[src/rtl/spi_arbiter.sv]
// Round-robin arbiter that shares one SPI bus master among NUM_REQ requesters.
// Per grant: 2 setup cycles, a start handshake with timeout, the transfer, settle, then a 1-cycle ack.
module spi_arbiter #(
  parameter int BUS_WIDTH  = 16,
  parameter int NUM_REQ    = 4,
  parameter int START_TMO  = 8,
  parameter int SETTLE_CYC = 2
) (
  input  logic                         clk,
  input  logic                         rst_n,
  input  logic [NUM_REQ-1:0]           req,
  input  logic [NUM_REQ*BUS_WIDTH-1:0] req_data,
  output logic [NUM_REQ-1:0]           grant,
  output logic [NUM_REQ-1:0]           ack,
  output logic                         err,
  output logic [BUS_WIDTH-1:0]         rx_data,
  output logic [NUM_REQ-1:0]           cs_sel,
  output logic [BUS_WIDTH-1:0]         spi_d_out,
  output logic                         spi_start,
  input  logic                         spi_busy,
  input  logic [BUS_WIDTH-1:0]         spi_d_in
);

  localparam int IW   = (NUM_REQ > 1) ? $clog2(NUM_REQ) : 1;
  localparam int CMAX = (START_TMO > SETTLE_CYC) ? START_TMO : SETTLE_CYC;
  localparam int CW   = $clog2(CMAX + 2);
  localparam logic [CW-1:0] TMO_LAST    = CW'((START_TMO  > 0) ? START_TMO  - 1 : 0);
  localparam logic [CW-1:0] SETTLE_LAST = CW'((SETTLE_CYC > 0) ? SETTLE_CYC - 1 : 0);

  typedef enum logic [2:0] {
    S_IDLE, S_SETUP, S_START, S_XFER, S_SETTLE, S_DONE
  } state_t;

  state_t          state;
  logic [IW-1:0]   ptr;
  logic [IW-1:0]   winner;
  logic [CW-1:0]   cnt;
  logic [CW-1:0]   cnt_inc;
  logic [IW-1:0]   pick;
  logic [IW-1:0]   ptr_next;
  logic [NUM_REQ-1:0] pick_oh;
  logic [NUM_REQ-1:0] winner_oh;

  // First asserted request at or after ptr, wrapping modulo NUM_REQ.
  always_comb begin : arb
    int   idx;
    logic found;
    idx   = 0;
    found = 1'b0;
    pick  = '0;
    for (int i = 0; i < NUM_REQ; i++) begin
      idx = int'(ptr) + i;
      if (idx >= NUM_REQ) idx = idx - NUM_REQ;
      if (!found && req[IW'(idx)]) begin
        found = 1'b1;
        pick  = IW'(idx);
      end
    end
  end

  assign pick_oh   = {{(NUM_REQ-1){1'b0}}, 1'b1} << pick;
  assign winner_oh = {{(NUM_REQ-1){1'b0}}, 1'b1} << winner;
  assign ptr_next  = (winner == IW'(NUM_REQ - 1)) ? '0 : winner + IW'(1);
  assign cnt_inc   = (cnt == '1) ? cnt : cnt + CW'(1);

  always_ff @(posedge clk) begin
    if (!rst_n) begin
      state     <= S_IDLE;
      ptr       <= '0;
      winner    <= '0;
      cnt       <= '0;
      grant     <= '0;
      cs_sel    <= '0;
      ack       <= '0;
      err       <= 1'b0;
      spi_start <= 1'b0;
      spi_d_out <= '0;
      rx_data   <= '0;
    end else begin
      ack <= '0;
      err <= 1'b0;
      case (state)
        S_IDLE: begin
          if (|req) begin
            winner    <= pick;
            grant     <= pick_oh;
            cs_sel    <= pick_oh;
            spi_d_out <= req_data[int'(pick)*BUS_WIDTH +: BUS_WIDTH];
            cnt       <= '0;
            state     <= S_SETUP;
          end
        end
        S_SETUP: begin
          if (cnt == CW'(1)) begin
            cnt       <= '0;
            spi_start <= 1'b1;
            state     <= S_START;
          end else begin
            cnt <= cnt_inc;
          end
        end
        S_START: begin
          if (spi_busy) begin
            cnt   <= '0;
            state <= S_XFER;
          end else if (cnt >= TMO_LAST) begin
            spi_start <= 1'b0;
            ack       <= winner_oh;
            err       <= 1'b1;
            state     <= S_DONE;
          end else begin
            cnt <= cnt_inc;
          end
        end
        S_XFER: begin
          if (!spi_busy) begin
            spi_start <= 1'b0;
            cnt       <= '0;
            state     <= S_SETTLE;
          end
        end
        S_SETTLE: begin
          if (cnt >= SETTLE_LAST) begin
            rx_data <= spi_d_in;
            ack     <= winner_oh;
            state   <= S_DONE;
          end else begin
            cnt <= cnt_inc;
          end
        end
        S_DONE: begin
          grant  <= '0;
          cs_sel <= '0;
          ptr    <= ptr_next;
          cnt    <= '0;
          state  <= S_IDLE;
        end
        default: state <= S_IDLE;
      endcase
    end
  end

endmodule
[config.mk]
export PLATFORM = sky130hd
export DESIGN_NAME = spi_arbiter
export DESIGN_NICKNAME = d
export VERILOG_FILES = /design/src/rtl/spi_arbiter.sv
export SDC_FILE = /design/constraint.sdc
export NUM_CORES = 1
export LEC_CHECK = 0
export CAP_MARGIN = 20
export CORE_MARGIN = 8
export CORE_UTILIZATION = 33
export DETAILED_ROUTE_END_ITERATION = 16
export PLACE_DENSITY = 0.75
export SLEW_MARGIN = 20
export SYNTH_ARGS = -nofsm -noshare
export SYNTH_HDL_FRONTEND = slang
export SYNTH_SLANG_ARGS = --single-unit
[constraint.sdc]
create_clock -name clk -period 3.03 [get_ports clk]
set_clock_uncertainty 0.15 [all_clocks]
set_input_delay 0.606 -clock clk [delete_from_list [all_inputs] [get_ports clk]]
set_output_delay 0.606 -clock clk [all_outputs]
set_load 0.02 [all_outputs]
==> Implementation_results.wiki <==
{| class="wikitable"
! Metric !! Value
|-
| Placed Area || around 4200 µm²
|-
| Data arrival at the endpoint of the critical path || 2.46 ns
|-
| GR Layer Usage met1 || around 16%
|-
| Setup Viol. Count Final || 0
|-
| TritonCTS clock tree || yes
|-
| Outcome || finished clean
|-
| Total length of routed wires || 8.47 mm
|-
| Number of routed nets with antenna violations || 0
|-
| Violation count after the first detailed-route iteration || 111
|-
| Worst Path Required || 3.05 ns
|-
| Highest Clock Rate || 0.410 GHz
|-
| Summed instance area of the synthesized netlist || 2840 µm²
|-
| Number of library cell types mapped by synthesis || between 40 and 50
|-
| Layout cell share with drive strength beyond 1 || 6.90%
|-
| Critical path endpoint category || register
|-
| Cells after synthesis || around 300
|-
| Core occupancy in the finished layout || 50.5%
|-
| Proportion of synthesized flip-flops having asynchronous set or reset || 0%
|-
| First-pass GRT wire length || between 10 and 15 mm
|-
| Endpoints failing hold || 0
|-
| Final cell area excluding filler cells || 4300 µm²
|-
| Final critical path time including I/O delays and setup || 2.44 ns
|-
| Clock tree buffer depth || 2
|-
| Top-level port count || 133
|-
| Unrepaired setup endpoints after global routing || false
|-
| Yosys Warn Count || 0
|-
| Power Density || 505 nW/µm²
|-
| Number of levels in the clock H-tree || 2
|-
| Max-slew violations || 0
|-
| Number of gates resized after CTS || 0
|-
| Final hold slack || about 0.38 ns
|-
| Reported leakage power || 0.00156 µW
|-
| Hold_buf cts || 0
|-
| Actual slew at the worst max-slew pin || between 0.6 and 0.7 ns
|-
| Ys flop type || sky130_fd_sc_hd__dfxtp_1
|-
| Total number of vias || about 2700
|-
| Post-Synthesis Net Count || 393
|-
| Worst path slowest cell || sky130_fd_sc_hd__clkdlybuf4s50_1
|-
| Relative slew slack || 54.9%
|-
| Routed WL per cell || 16.0 µm
|-
| Critical Path Fanout Max || 26
|-
| Area added between synthesis and finish || 51.5%
|-
| Placer congestion estimate || 0.803
|-
| Pin count of the biggest net entering global routing || 51
|-
| Site row count || 34
|-
| Worst hold path depth || 2
|-
| Maximum Capacitance Violations || 0
|-
| Detailed-placement wirelength estimate || 6.69 mm
|-
| Root cell of the clock tree || sky130_fd_sc_hd__clkbuf_8
|-
| Total Negative Setup Slacks || 0 ns
|-
| Number of flip-flops and latches in the synthesized netlist || 53
|-
| Number of vias per cell after detailed routing || 5.02
|-
| EDFF count, synth || 0
|-
| Input/output buffers || 132
|-
| Number of antenna repair diodes || 0
|-
| Post-synthesis average cell area || between 9 and 10 µm²
|-
| Antenna violations before repair || 0
|-
| M2 GR Usage || 26.2%
|-
| Total GRT Usage || 14.6%
|-
| Layer carrying the most global-route usage || met2
|-
| Largest stage delay on the critical path || 0.48 ns
|-
| Number of inserted filler cells in the final layout || 825
|-
| Largest voltage drop on the vdd net || 0.227 mV
|-
| GR Layer Usage met3 || 4.96%
|-
| Die Footprint || 11800 µm²
|-
| First-pass detailed-route iteration total || 4
|-
| Die Wd || 109 µm
|-
| Core Area || 8510 µm²
|-
| Number of sinks on the clock net || 53
|-
| CP cell instances || clkdlybuf4s50_1, mux2i_1, or2_1, nand3_2, buf_12, a221oi_1, a211oi_2
|-
| Clock insertion delay at the later pin of the skew report || between 0.3 and 0.4 ns
|-
| Kind of path behind the tightest hold check || reg -> reg
|-
| Effective utilization at floorplan || 33.3%
|-
| Clock input transition at the sequential cells of the worst setup and hold paths || 0.10 ns
|-
| Startpoint type of the worst setup path || primary input
|-
| Floorplan die height || 109 µm
|-
| Global route overflow || 0
|-
| DRC violations left || 0
|-
| Final period utilization || between 80% and 90%
|-
| Number of buffers created by CTS || 5
|-
| Critical path class || in -> reg
|-
| Register-to-Register Path Depth || 5
|-
| Total number of nets in the final design || a little over 500
|-
| Seq/Total Area, Yosys || 37.4%
|-
| Setup Fix Bufs, Post-CTS || 0
|-
| Via count of the first global-routing pass || 2755
|}
[synth_stat cells, types with 2 or more instances]
| cell type | instances | area share [%] |
|---|---|---|
| sky130_fd_sc_hd__a211oi_2 | 7 | 3.1 |
| sky130_fd_sc_hd__inv_1 | 8 | 1.1 |
| sky130_fd_sc_hd__o22ai_1 | 3 | 0.66 |
| sky130_fd_sc_hd__buf_4 | 6 | 1.6 |
| sky130_fd_sc_hd__ha_1 | 7 | 3.1 |
| sky130_fd_sc_hd__mux2i_1 | 32 | 11 |
| sky130_fd_sc_hd__nor2b_1 | 27 | 6.0 |
| sky130_fd_sc_hd__and3_1 | 7 | 1.5 |
| sky130_fd_sc_hd__and2_1 | 18 | 4.0 |
| sky130_fd_sc_hd__o21ai_0 | 16 | 2.8 |
| sky130_fd_sc_hd__a22oi_1 | 2 | 0.53 |
| sky130_fd_sc_hd__and4_1 | 2 | 0.62 |
| sky130_fd_sc_hd__clkbuf_1 | 8 | 1.1 |
| sky130_fd_sc_hd__nor3_1 | 5 | 0.88 |
| sky130_fd_sc_hd__a211oi_1 | 10 | 2.6 |
| sky130_fd_sc_hd__a221oi_1 | 14 | 4.3 |
| sky130_fd_sc_hd__or2_1 | 2 | 0.44 |
| sky130_fd_sc_hd__buf_6 | 3 | 1.2 |
| sky130_fd_sc_hd__a21boi_0 | 2 | 0.53 |
| sky130_fd_sc_hd__a21oi_1 | 13 | 2.3 |
| sky130_fd_sc_hd__dfxtp_1 | 53 | 37 |
| sky130_fd_sc_hd__a311oi_1 | 4 | 1.2 |
| sky130_fd_sc_hd__buf_2 | 7 | 1.2 |
| sky130_fd_sc_hd__nand2_1 | 9 | 1.2 |
| sky130_fd_sc_hd__a21o_1 | 2 | 0.53 |
| sky130_fd_sc_hd__nor2_1 | 6 | 0.79 |
| sky130_fd_sc_hd__nand2b_1 | 5 | 1.1 |
[sequential cells by signal, indices dropped and copies added, names as in the netlist]
signal	count
winner	2
state	3
err	1
ptr	2
cnt	4
rx_data	16
ack	4
spi_start	1
cs_sel	4
spi_d_out	16
[cells by family (layout without fill, tap and decap cells)]
family | count (synthesis) | after routing | synth area share, %
multiplexers | 32 | 32 | 11.3
AO/OA/AOI/OAI | 83 | 83 | 22.2
flip-flops | 53 | 53 | 37.4
AND/OR/NAND/NOR | 91 | 91 | 19.6
XOR/XNOR | 1 | 1 | 0.309
buffers and inverters | 32 | 153 | 6.13
adder cells (fa/ha/maj) | 7 | 7 | 3.09
[area by class of cell]
class                           count  area (µm²)  share of cell area, %
Multi-Input combinational cell    214        1610                   37.4
Clock buffer                        5        68.8                   1.60
Tap cell                          108         135                   3.14
Timing Repair Buffer              137        1370                   31.9
Clock inverter                      3        25.0                  0.582
Inverter                            8        30.0                  0.699
Sequential cell                    53        1060                   24.7
[worst paths after layout]
check	startpoint	endpoint	slack (ns)
min reg2reg	rx_data[5]$_SDFFE_PN0P_	rx_data[5]$_SDFFE_PN0P_	0.38
max reg2reg	state[2]$_SDFFE_PN0P_	spi_d_out[1]$_SDFFE_PN0P_	0.85
max	req[2]	spi_d_out[11]$_SDFFE_PN0P_	0.59
min	rx_data[5]$_SDFFE_PN0P_	rx_data[5]$_SDFFE_PN0P_	0.38
[power breakdown]
part,leakage (µW),switching (µW),internal (µW)
registers,0.000433,81.2,795
clock network,0.0000452,247,169
logic,0.00108,445,435
total,0.00156,773,1400
[worst max-delay path, delay by kind of cell]
family,cells,cell delay (ns)
and+or+nand+nor,2,0.48
AOI/OAI and AO/OA,2,0.45
muxes,1,0.17
buffers and inverters,2,0.75
[cell usage in the layout (no fill, tap or decap), types with 8 or more instances in the layout]
| cell type | count |
|---|---|
| sky130_fd_sc_hd__mux2i_1 | 32 |
| sky130_fd_sc_hd__a21oi_1 | 13 |
| sky130_fd_sc_hd__clkdlybuf4s50_1 | 132 |
| sky130_fd_sc_hd__nor2b_1 | 27 |
| sky130_fd_sc_hd__and2_1 | 18 |
| sky130_fd_sc_hd__o21ai_0 | 16 |
| sky130_fd_sc_hd__a221oi_1 | 14 |
| sky130_fd_sc_hd__nand2_1 | 9 |
| sky130_fd_sc_hd__a211oi_1 | 10 |
| sky130_fd_sc_hd__dfxtp_1 | 53 |
| sky130_fd_sc_hd__inv_1 | 8 |
[metal layers]
layer | up-vias | routed length, µm | share of wire (%)
met5 | - | 0 | 0
met4 | 0 | 95 | 1.1
met3 | 6 | 574 | 6.8
met2 | 66 | 4600 | 54
met1 | 1250 | 3200 | 38
li1 | 1328 | - | -
[metrics by stage]
| stage | power, µW | setup WS [ns] | instances |
|---|---|---|---|
| 2_1_floorplan | 1420 | 0.939 | 299 |
| 3_3_place_gp | 1760 | 0.317 | 520 |
| 3_5_place_dp | 1780 | 0.275 | 520 |
| 4_1_cts | 2200 | 0.606 | 528 |
| 5_1_grt | 2310 | 0.423 | 528 |
| 6_report | 2170 | 0.589 | 528 |
Power figures use the tool's default switching activity.
